### src/rtl/win_check_sequencer_if.sv
// -----------------------------------------------------------------------------
// win_check_sequencer_if
//   Bundles the game-FSM handshake and the board read port of the win check
//   sequencer.
//
//   Game FSM side : start, clear, last_row, last_col, player  (to sequencer)
//                   busy, done, win_flag, winner_id, draw_flag (from sequencer)
//   Board side    : rd_en, rd_row, rd_col                      (from sequencer)
//                   rd_data                                    (to sequencer)
//
//   Modports: slave  = the sequencer itself
//             master = the game FSM / board pair driving it
// -----------------------------------------------------------------------------
interface win_check_sequencer_if #(
  parameter int ROWS = 6,
  parameter int COLS = 7,
  parameter int RW   = $clog2(ROWS),
  parameter int CW   = $clog2(COLS)
);
  logic          start;
  logic          clear;
  logic [RW-1:0] last_row;
  logic [CW-1:0] last_col;
  logic [1:0]    player;
  logic          busy;
  logic          done;
  logic          win_flag;
  logic [1:0]    winner_id;
  logic          draw_flag;
  logic          rd_en;
  logic [RW-1:0] rd_row;
  logic [CW-1:0] rd_col;
  logic [1:0]    rd_data;

  modport slave (
    input  start, clear, last_row, last_col, player, rd_data,
    output busy, done, win_flag, winner_id, draw_flag, rd_en, rd_row, rd_col
  );

  modport master (
    output start, clear, last_row, last_col, player, rd_data,
    input  busy, done, win_flag, winner_id, draw_flag, rd_en, rd_row, rd_col
  );
endinterface

### src/rtl/win_check_sequencer.sv
// -----------------------------------------------------------------------------
// win_check_sequencer
//   After each inserted piece, walks the four lines (horizontal, vertical,
//   diagonal up-right, diagonal down-right) through the last piece, one board
//   cell per read, and reports win / winner / draw back to the game FSM.
//
//   Ports:
//     clk    system clock
//     rst_n  asynchronous reset, active low
//     bus    win_check_sequencer_if.slave
//              start/last_row/last_col/player  request, captured when idle
//              clear                           sync clear of move counter + results
//              rd_en/rd_row/rd_col/rd_data     board read port, 1-cycle read latency
//              busy/done                       scan status, done is a 1-cycle pulse
//              win_flag/winner_id/draw_flag    registered results
//
//   Each line is scanned from the last piece outwards, first on the + side then
//   on the - side, accumulating a single contiguous count per line. A line that
//   reaches WIN_LEN ends the whole scan early.
// -----------------------------------------------------------------------------
module win_check_sequencer #(
  parameter int ROWS    = 6,
  parameter int COLS    = 7,
  parameter int WIN_LEN = 4
) (
  input logic                  clk,
  input logic                  rst_n,
  win_check_sequencer_if.slave bus
);

  localparam int RW = $clog2(ROWS);
  localparam int CW = $clog2(COLS);
  localparam int KW = $clog2(WIN_LEN);          // step k = 1 .. WIN_LEN-1
  localparam int NW = $clog2(WIN_LEN + 1);      // line count = 1 .. WIN_LEN
  localparam int MW = $clog2(ROWS * COLS + 1);  // move counter = 0 .. ROWS*COLS

  localparam logic [KW-1:0] K_LAST = KW'(WIN_LEN - 1);
  localparam logic [NW-1:0] N_WIN  = NW'(WIN_LEN);
  localparam logic [MW-1:0] CELLS  = MW'(ROWS * COLS);

  typedef enum logic [1:0] {
    S_IDLE,
    S_ISSUE,
    S_CMP,
    S_DONE
  } state_e;

  state_e        state_q, state_d;
  logic [1:0]    dir_q, dir_d;       // 0 H, 1 V, 2 diag up-right, 3 diag down-right
  logic          side_q, side_d;     // 0 = + side, 1 = - side
  logic [KW-1:0] k_q, k_d;
  logic [NW-1:0] count_q, count_d;
  logic [RW-1:0] row0_q, row0_d;
  logic [CW-1:0] col0_q, col0_d;
  logic [1:0]    player_q, player_d;
  logic [MW-1:0] moves_q, moves_d;
  logic          win_q, win_d;
  logic [1:0]    winner_q, winner_d;
  logic          draw_q, draw_d;
  logic [RW-1:0] rd_row_q, rd_row_d;
  logic [CW-1:0] rd_col_q, rd_col_d;

  // ---------------------------------------------------------------------------
  // Coordinate of the cell under test: last +/- k*d. One extra sign bit lets
  // both edges (below 0 and beyond the board) be seen as out of range.
  // ---------------------------------------------------------------------------
  logic signed [1:0]  dr, dc;
  logic signed [RW:0] row_s, k_row;
  logic signed [CW:0] col_s, k_col;
  logic               in_bounds;

  always_comb begin
    unique case (dir_q)
      2'd0:    begin dr = 2'sd0;  dc = 2'sd1; end
      2'd1:    begin dr = 2'sd1;  dc = 2'sd0; end
      2'd2:    begin dr = 2'sd1;  dc = 2'sd1; end
      default: begin dr = -2'sd1; dc = 2'sd1; end
    endcase

    k_row = $signed((RW+1)'(k_q));
    k_col = $signed((CW+1)'(k_q));
    row_s = $signed({1'b0, row0_q});
    col_s = $signed({1'b0, col0_q});

    // The - side walks the same line with the direction vector negated.
    if (dr != 2'sd0) row_s = ((dr == 2'sd1) != side_q) ? row_s + k_row : row_s - k_row;
    if (dc != 2'sd0) col_s = ((dc == 2'sd1) != side_q) ? col_s + k_col : col_s - k_col;

    // Negative values reinterpreted as unsigned are >= 2**RW >= ROWS.
    in_bounds = ($unsigned(row_s) < (RW+1)'(ROWS)) && ($unsigned(col_s) < (CW+1)'(COLS));
  end

  // ---------------------------------------------------------------------------
  // Read port: address is only driven onto the bus while reading, otherwise the
  // last address issued is held.
  // ---------------------------------------------------------------------------
  logic rd_en;

  assign rd_en      = (state_q == S_ISSUE) && in_bounds;
  assign rd_row_d   = rd_en ? row_s[RW-1:0] : rd_row_q;
  assign rd_col_d   = rd_en ? col_s[CW-1:0] : rd_col_q;

  assign bus.rd_en     = rd_en;
  assign bus.rd_row    = rd_row_d;
  assign bus.rd_col    = rd_col_d;
  assign bus.busy      = (state_q != S_IDLE);
  assign bus.done      = (state_q == S_DONE);
  assign bus.win_flag  = win_q;
  assign bus.winner_id = winner_q;
  assign bus.draw_flag = draw_q;

  // ---------------------------------------------------------------------------
  // Next-state logic
  // ---------------------------------------------------------------------------
  logic          player_valid;
  logic          side_end;
  logic [NW-1:0] count_inc;

  assign player_valid = (bus.player == 2'b01) || (bus.player == 2'b10);
  assign count_inc    = count_q + NW'(1);

  always_comb begin
    // NOTE: every signal written here gets a default first, so no path through
    // the case statement can leave one unassigned and infer a latch.
    state_d  = state_q;
    dir_d    = dir_q;
    side_d   = side_q;
    k_d      = k_q;
    count_d  = count_q;
    row0_d   = row0_q;
    col0_d   = col0_q;
    player_d = player_q;
    moves_d  = moves_q;
    win_d    = win_q;
    winner_d = winner_q;
    draw_d   = draw_q;
    side_end = 1'b0;

    unique case (state_q)
      S_IDLE: begin
        if (bus.start) begin
          row0_d   = bus.last_row;
          col0_d   = bus.last_col;
          player_d = bus.player;
          win_d    = 1'b0;
          winner_d = 2'b00;
          draw_d   = 1'b0;
          dir_d    = 2'd0;
          side_d   = 1'b0;
          k_d      = KW'(1);
          count_d  = NW'(1);
          if (player_valid) begin
            state_d = S_ISSUE;
            // Saturate: a full board stays full until clear.
            if (moves_q != CELLS) moves_d = moves_q + MW'(1);
          end else begin
            state_d = S_DONE;
          end
        end
      end

      S_ISSUE: begin
        if (in_bounds) state_d  = S_CMP;
        else           side_end = 1'b1;
      end

      S_CMP: begin
        if (bus.rd_data == player_q) begin
          if (count_inc >= N_WIN) begin
            state_d  = S_DONE;
            win_d    = 1'b1;
            winner_d = player_q;
          end else begin
            count_d = count_inc;
            if (k_q == K_LAST) begin
              side_end = 1'b1;
            end else begin
              k_d     = k_q + KW'(1);
              state_d = S_ISSUE;
            end
          end
        end else begin
          side_end = 1'b1;
        end
      end

      default: begin  // S_DONE
        state_d = S_IDLE;
      end
    endcase

    // The - side continues the same line count; a new direction restarts it.
    if (side_end) begin
      k_d     = KW'(1);
      state_d = S_ISSUE;
      if (!side_q) begin
        side_d = 1'b1;
      end else if (dir_q == 2'd3) begin
        state_d = S_DONE;
        draw_d  = (moves_q == CELLS);
      end else begin
        dir_d   = dir_q + 2'd1;
        side_d  = 1'b0;
        count_d = NW'(1);
      end
    end

    if (bus.clear) begin
      state_d  = S_IDLE;
      moves_d  = '0;
      win_d    = 1'b0;
      winner_d = 2'b00;
      draw_d   = 1'b0;
    end
  end

  // ---------------------------------------------------------------------------
  // State registers
  // ---------------------------------------------------------------------------
  // NOTE: non-blocking assignments here so every flop samples the values that
  // were settled before the edge, independent of statement order.
  always_ff @(posedge clk or negedge rst_n) begin
    if (!rst_n) begin
      state_q  <= S_IDLE;
      dir_q    <= 2'd0;
      side_q   <= 1'b0;
      k_q      <= '0;
      count_q  <= '0;
      row0_q   <= '0;
      col0_q   <= '0;
      player_q <= 2'b00;
      moves_q  <= '0;
      win_q    <= 1'b0;
      winner_q <= 2'b00;
      draw_q   <= 1'b0;
      rd_row_q <= '0;
      rd_col_q <= '0;
    end else begin
      state_q  <= state_d;
      dir_q    <= dir_d;
      side_q   <= side_d;
      k_q      <= k_d;
      count_q  <= count_d;
      row0_q   <= row0_d;
      col0_q   <= col0_d;
      player_q <= player_d;
      moves_q  <= moves_d;
      win_q    <= win_d;
      winner_q <= winner_d;
      draw_q   <= draw_d;
      rd_row_q <= rd_row_d;
      rd_col_q <= rd_col_d;
    end
  end

endmodule

### src/flat_wrapper.sv
// flat-port wrapper written by rule: the top's interface ports become plain ports
module win_check_sequencer_flat 
#(
  parameter int ROWS    = 6,
  parameter int COLS    = 7,
  parameter int WIN_LEN = 4
)
  (clk, rst_n, bus_start, bus_clear, bus_last_row, bus_last_col, bus_player, bus_rd_data, bus_busy, bus_done, bus_win_flag, bus_winner_id, bus_draw_flag, bus_rd_en, bus_rd_row, bus_rd_col);
  win_check_sequencer_if #(.ROWS(ROWS), .COLS(COLS)) bus_i ();
  input logic clk;
  input logic rst_n;
  input wire logic [$bits(bus_i.start)-1:0] bus_start;
  input wire logic [$bits(bus_i.clear)-1:0] bus_clear;
  input wire logic [$bits(bus_i.last_row)-1:0] bus_last_row;
  input wire logic [$bits(bus_i.last_col)-1:0] bus_last_col;
  input wire logic [$bits(bus_i.player)-1:0] bus_player;
  input wire logic [$bits(bus_i.rd_data)-1:0] bus_rd_data;
  output wire logic [$bits(bus_i.busy)-1:0] bus_busy;
  output wire logic [$bits(bus_i.done)-1:0] bus_done;
  output wire logic [$bits(bus_i.win_flag)-1:0] bus_win_flag;
  output wire logic [$bits(bus_i.winner_id)-1:0] bus_winner_id;
  output wire logic [$bits(bus_i.draw_flag)-1:0] bus_draw_flag;
  output wire logic [$bits(bus_i.rd_en)-1:0] bus_rd_en;
  output wire logic [$bits(bus_i.rd_row)-1:0] bus_rd_row;
  output wire logic [$bits(bus_i.rd_col)-1:0] bus_rd_col;
  assign bus_i.start = bus_start;
  assign bus_i.clear = bus_clear;
  assign bus_i.last_row = bus_last_row;
  assign bus_i.last_col = bus_last_col;
  assign bus_i.player = bus_player;
  assign bus_i.rd_data = bus_rd_data;
  assign bus_busy = bus_i.busy;
  assign bus_done = bus_i.done;
  assign bus_win_flag = bus_i.win_flag;
  assign bus_winner_id = bus_i.winner_id;
  assign bus_draw_flag = bus_i.draw_flag;
  assign bus_rd_en = bus_i.rd_en;
  assign bus_rd_row = bus_i.rd_row;
  assign bus_rd_col = bus_i.rd_col;
  win_check_sequencer #(.ROWS(ROWS), .COLS(COLS), .WIN_LEN(WIN_LEN)) u_core (.clk(clk), .rst_n(rst_n), .bus(bus_i));
endmodule
### config.mk
export PLATFORM = sky130hd
export DESIGN_NAME = win_check_sequencer_flat
export DESIGN_NICKNAME = d
export VERILOG_FILES = /design/src/rtl/win_check_sequencer_if.sv /design/src/rtl/win_check_sequencer.sv /design/src/flat_wrapper.sv
export SDC_FILE = /design/constraint.sdc
export NUM_CORES = 1
export LEC_CHECK = 0
export ABC_AREA = 1
export BUFFER_PORTS_ARGS = -buffer_cell sky130_fd_sc_hd__buf_2
export CAP_MARGIN = 20
export CORE_AREA = 2 2 66 84
export DETAILED_ROUTE_END_ITERATION = 8
export DIE_AREA = 0 0 68 86
export PLACE_DENSITY = 0.74
export SLEW_MARGIN = 20
export SYNTH_ARGS = -nofsm -noshare
export SYNTH_HDL_FRONTEND = slang
export SYNTH_SLANG_ARGS = --single-unit
### constraint.sdc
create_clock -name clk -period 4.5 [get_ports clk]
set_input_delay 0.45 -clock clk [delete_from_list [all_inputs] [get_ports clk]]
set_output_delay 0.45 -clock clk [all_outputs]
set_load 0.01 [all_outputs]
# Word-level counts from Yosys, hierarchy flattened
# Index checks and enable logic that the tools add are counted.
dict set report totals {
  output_inout_bits 13
  reg_bits 34
}
dict set report op_classes {
  muxes 68
  eq_ne 27
  n_lt_le_gt_ge 3
  n_reduce_logical 20
  add_sub_neg 8
}
# op count
set ops {}
lappend ops {{2-bit two-way mux} 24}
lappend ops {{6-bit two-way mux} 5}
lappend ops {{3-bit two-way mux} 8}
lappend ops {{1-bit two-way mux} 20}
lappend ops {{4-bit two-way mux} 4}
lappend ops {{3-bit by 2-bit != test with 1-bit output (second input constant)} 5}
lappend ops {{2-bit == test (second input constant)} 7}
lappend ops {{2-bit nonzero test} 7}
lappend ops {{2-bit one-hot mux with 2 select lines} 3}
lappend ops {{4-bit AND reduction} 3}
lappend ops {{3-bit by 2-bit adder with 4-bit output} 2}
lappend ops {{4-bit by 3-bit less-than comparator with 1-bit output (second input constant)} 2}
lappend ops {{4-bit by 2-bit != test with 1-bit output (second input constant)} 2}
lappend ops {{3-bit by 2-bit subtractor with 4-bit output} 2}
lappend ops {{6-bit by 1-bit adder with 6-bit output (second input constant)} 1}
lappend ops {{2-bit by 1-bit == test with 1-bit output (second input constant)} 3}
lappend ops {{6-bit == test (second input constant)} 1}
lappend ops {{6-bit != test (second input constant)} 1}
lappend ops {{2-bit one-hot mux with 3 select lines} 1}
lappend ops {{3-bit one-hot mux with 2 select lines} 1}
lappend ops {{3-bit nonzero test} 2}
lappend ops {{5-bit by 3-bit != test with 1-bit output (second input constant)} 1}
lappend ops {{5-bit AND reduction} 1}
lappend ops {{2-bit by 1-bit adder with 2-bit output (second input constant)} 2}
lappend ops {{14 further kinds} 18}

# Depth between registers and ports, before layout
dict set report logic_depth {
  ltp_word 13
  depth_mapped 22
}

# Worst setup path before layout
# No wires, ideal clock.
dict set report synth_path {
  kind {flip-flop to output port}
  startpoint {register u_core.dir_q[0]}
  endpoint {output port bus_rd_col[2]}
  path_stages_with_launch 14
  setup_slack_ns 1.409
  path_buffers 0
  t_arrival_ns 2.641
  cell_sequence {dfrtp_1 -> inv_1 -> ha_1 -> nand2_1 -> a21oi_1 -> a31oi_1 -> fa_1 -> a21boi_0 -> nor2_1 -> nor2_2 -> nand3_2 -> nor2_4 -> inv_2 -> o21ai_0}
}
dict set report synth_via {
  elab_chain_cells 11
  elab_cells_between_ends 21
  classes_between {order compare (2); eq/ne (6); mux (7); reduce/logical (6)}
}
# element line
set synth_rtl {}
lappend synth_rtl {{start: declaration} win_check_sequencer.sv:49} ;# logic [1:0] dir_q, dir_d;
lappend synth_rtl {{start signal: assignment} win_check_sequencer.sv:240} ;# dir_q <= dir_d;
lappend synth_rtl {{2-bit == test or 2-bit by 1-bit == test with 1-bit output (tied branches)} win_check_sequencer.sv:73} ;# unique case (dir_q)
lappend synth_rtl {{2-bit OR reduction (no line)} --}
lappend synth_rtl {{2-bit one-hot mux with 2 select lines} win_check_sequencer.sv:73}
lappend synth_rtl {{2-bit == test} win_check_sequencer.sv:86} ;# if (dr != 2'sd0) row_s = ((dr == 2'sd1) != side_q) ? row_s + k_row : row_s - k_row;
lappend synth_rtl {{1-bit != test} win_check_sequencer.sv:86}
lappend synth_rtl {{4-bit two-way mux (2 in series)} win_check_sequencer.sv:86}
lappend synth_rtl {{4-bit by 3-bit less-than comparator with 1-bit output} win_check_sequencer.sv:90} ;# in_bounds = ($unsigned(row_s) < (RW+1)'(ROWS)) && ($unsigned(col_s) < (CW+1)'(COLS));
lappend synth_rtl {{1-bit logical AND *} win_check_sequencer.sv:90}
lappend synth_rtl {{1-bit logical AND *} win_check_sequencer.sv:99} ;# assign rd_en = (state_q == S_ISSUE) && in_bounds;
lappend synth_rtl {{net bus_rd_en} flat_wrapper.sv:23} ;# output wire logic [$bits(bus_i.rd_en)-1:0] bus_rd_en;
lappend synth_rtl {{3-bit two-way mux *} win_check_sequencer.sv:101} ;# assign rd_col_d = rd_en ? col_s[CW-1:0] : rd_col_q;
lappend synth_rtl {{end: declaration} flat_wrapper.sv:25} ;# output wire logic [$bits(bus_i.rd_col)-1:0] bus_rd_col;
# Mark *: on every way through the listed nets, which the timed path passes. The rest lies on a longest branch.

# Final worst setup path
dict set report layout_path {
  startpoint {register u_core.dir_q[0]}
  endpoint {output port bus_rd_col[2]}
}
dict set report layout_via {
  elab_chain_cells 11
  elab_cells_between_ends 21
  classes_between {order compare (2); eq/ne (6); mux (7); reduce/logical (6)}
}
# element line
set layout_rtl {}
lappend layout_rtl {{2-bit == test or 2-bit by 1-bit == test with 1-bit output (tied branches)} win_check_sequencer.sv:73}
lappend layout_rtl {{2-bit OR reduction (no line)} --}
lappend layout_rtl {{2-bit one-hot mux with 2 select lines} win_check_sequencer.sv:73}
lappend layout_rtl {{2-bit == test} win_check_sequencer.sv:86}
lappend layout_rtl {{1-bit != test} win_check_sequencer.sv:86}
lappend layout_rtl {{4-bit two-way mux (2 in series)} win_check_sequencer.sv:86}
lappend layout_rtl {{4-bit by 3-bit less-than comparator with 1-bit output} win_check_sequencer.sv:90}
lappend layout_rtl {{1-bit logical AND} win_check_sequencer.sv:90}
lappend layout_rtl {{1-bit logical AND} win_check_sequencer.sv:99}
lappend layout_rtl {{3-bit two-way mux *} win_check_sequencer.sv:101}
# Mark *: on every way between the ends. The rest lies on a longest branch, timed or not.

==> results.py <==
metrics = {
    "sta": {
        "fmax_mhz": 275.7,
        "clock_skew_ns": 0.007519,
        "slew_headroom_pct": 48.37,
        "period_needed_ns": 3.627,
        "rsz0062_at_grt": "false",
        "worst_pin_slew_ns": 0.7744,
        "post-route-period-util_pct": 80.61,
        "finalHoldViolCount": 0,
        "setup_viol": 0,
        "tns_ns": 0,
        "drv_slew": 0,
    },
    "finish": {
        "syn_to_final_growth_pct": 12.36,
        "drive_above_1_share_pct": 18.18,
        "final_cell_mix": "nand2_1 (90), inv_1 (35), dfrtp_1 (34)",
        "fillers": 477,
        "fin_nets": 354,
        "layout_commonest_cell": "nand2_1",
        "antennaDiodeCount": 0,
        "final_cell_area_um2": 2491,
        "post-route-util_pct": 49.75,
    },
    "clock_tree": {
        "clockBufferDepth": 2,
        "htreeDepth": 2,
        "cts.sinks": 34,
        "clock_latency_ns": 0.29,
        "cts_buffers": 5,
        "cts_tree": "built",
        "path_clk_slew_ns": 0.07,
        "cts_setup_buffers": 0,
        "cts_resized": 0,
        "root_buffer": "clkbuf_8",
        "hold_buffers": 0,
    },
    "yosys": {
        "synth-seq-area-share_pct": 38.37,
        "synth.cell_area_um2": 2217,
        "synth-xor-area-share_pct": 1.185,
        "synth.avg_cell_area_um2": 7.672,
        "ys_ff_latch": 34,
        "synth_top_family_by_area": "simple AND/OR/NAND/NOR gates",
        "synthSimpleGateAreaFrac_pct": 29.29,
        "async_flop_share_pct": 100.0,
        "yosysUniqueCellTypes": 35,
        "synthMuxAreaShare_pct": 0,
        "synth_compound_area_share_pct": 10.78,
        "synth_ff_type": "dfrtp_1",
        "syn-num-nets": 324,
        "netlist_instances": 289,
        "synthAdderAreaFrac_pct": 12.53,
        "synth_top_cell_area_share_pct": 38.37,
        "yosys.area.top_type": "dfrtp_1",
        "synthTopCellsByArea": "dfrtp_1 (38%), nand2_1 (15%), ha_1 (11%)",
        "synth-edff-count": 0,
        "ys_warn_count": 0,
    },
    "critical_path": {
        "critPathRequiredTime_ns": 4.05,
        "r2r_slack_ns": 1.64,
        "setup.worst_path.start_class": "register",
        "critPathKind": "reg -> out",
        "arrival_ns": 3.18,
        "crit_fanout": 8,
        "endpoint_kind": "output pin",
    },
    "pwr": {
        "p_per_area_nw_per_um2": 741.7,
        "p_total_mw": 1.848,
        "p_leak_nw": 1.335,
        "ir_worst_vdd_uv": 347.8,
    },
    "route": {
        "drt-initial-drc-count": 75,
        "drc": 0,
        "avgViaCountPerCell": 4.995,
        "wl_mm": 4.641,
        "ant_nets": 0,
        "wl_per_cell_um": 12.18,
        "vias": 1903,
        "drt_first_pass_iters": 4,
    },
    "placed_design": {
        "place.gp.congestion": 0.8469,
        "postPlaceCellArea_um2": 2412,
        "numPortBuffers": 26,
        "hpwl_mm": 3.620,
    },
    "die": {
        "core-area_um2": 5007,
        "rows": 29,
        "start_util_pct": 44.28,
        "die_w_um": 68,
        "die-area_um2": 5848,
        "die_h_um": 86,
        "io_pins": 27,
    },
    "global_route": {
        "grt_antenna_before_repair": 0,
        "grt_max_degree": 35,
        "grt.total_usage_pct": 17.97,
        "grt_pass1_wl_mm": 8.052,
        "grt_pass1_vias": 1840,
        "overflow": 0,
    },
    "worst_hold_path": {
        "min_path_type": "in -> async",
    },
    "job": {
        "cap_violations": 0,
    },
    "status": {
        "status": "complete, no violations",
    },
}
-- Yosys cell counts (all sizes together) (2+ instances only) --
cell / n
a211oi: 2
a21oi: 12
a31oi: 3
clkbuf: 2
dfrtp: 34
fa: 2
ha: 19
inv: 42
nand2: 96
nand3: 17
nor2: 20
nor3: 4
o21ai: 19
o22ai: 2
or2: 3
xnor2: 3
-- kinds of logic (layout without fill, tap and decap cells) --
logic type / after synthesis / after routing
AO/OA/AOI/OAI: 42 / 42
buffers and inverters: 46 / 76
adder cells (fa/ha/maj): 21 / 21
flip-flops: 34 / 34
AND/OR/NAND/NOR: 143 / 143
XOR/XNOR: 3 / 3
-- critical path, cell delays in order, from the launching register on --
cell      delay [ns]
dfrtp_1         0.38
inv_1           0.08
ha_1            0.31
inv_1           0.04
nand2_1         0.10
a21oi_1         0.08
a31oi_1         0.26
fa_1            0.43
a21boi_0        0.21
nor2_1          0.10
nor2_2          0.12
nand3_2         0.10
nor2_4          0.17
inv_2           0.09
o21ai_0         0.22
buf_2           0.18
-- power by group --
part / internal (mW) / switching, mW / leakage (nW)
clock network: 0.104 / 0.110 / 0.0438
registers: 0.408 / 0.0817 / 0.436
logic: 0.419 / 0.724 / 0.855
-- through the flow --
| step | hold WS (ns) | instances | setup WS [ns] |
|---|---|---|---|
| 2_1_floorplan | 0.1544 | 289 | 1.409 |
| 3_3_place_gp | 0.4545 | 374 | 1.324 |
| 3_5_place_dp | 0.4571 | 374 | 1.173 |
| 4_1_cts | 0.2647 | 381 | 0.8497 |
| 5_1_grt | 0.3010 | 381 | 0.5832 |
| 6_report | 0.2334 | 381 | 0.8725 |
-- final cells by class --
cell class / count / area [um2] / share of cell area (%)
clock buffer: 5 / 68.82 / 2.762
timing repair buffer: 26 / 130.1 / 5.224
tap: 62 / 77.57 / 3.114
sequential: 34 / 850.8 / 34.15
clock inverter: 2 / 10.01 / 0.4018
inverter: 43 / 161.4 / 6.479
multi-input combinational: 209 / 1192 / 47.87
-- state kept, by name (all words and copies together) (netlist names) --
register,count
u_core.bus.draw_flag,1
u_core.bus.win_flag,1
u_core.bus.winner_id,2
u_core.col0_q,3
u_core.count_q,3
u_core.dir_q,2
u_core.k_q,2
u_core.moves_q,6
u_core.player_q,2
u_core.rd_col_q,3
u_core.rd_row_q,3
u_core.row0_q,3
u_core.side_q,1
u_core.state_q,2
-- path summary, 6_finish.rpt --
check / from / end / cells after the start
worst max-delay path: u_core.dir_q[0] / bus_rd_col[2] / 15
worst min-delay path: rst_n / u_core.row0_q[2] / 1
worst max register to register: u_core.dir_q[0] / u_core.dir_q[1] / 17
worst min register to register: u_core.rd_col_q[1] / u_core.rd_col_q[1] / 2
max in group asynchronous: rst_n / u_core.col0_q[0] / 1
min in group clk: bus_last_row[2] / u_core.row0_q[2] / 3
-- routing by layer --
layer | vias up | routed length (um) | part of all wire, % | global-route usage, %
li1 | 980 | - | - | -
met1 | 890 | 1968 | 42 | 20.23
met2 | 27 | 2481 | 53 | 32.83
met3 | 6 | 130 | 2.8 | 3.543
met4 | 0 | 60 | 1.3 | 5.818
met5 | - | 0 | 0 | 0
Note: power is estimated with default switching activity, not from simulation.
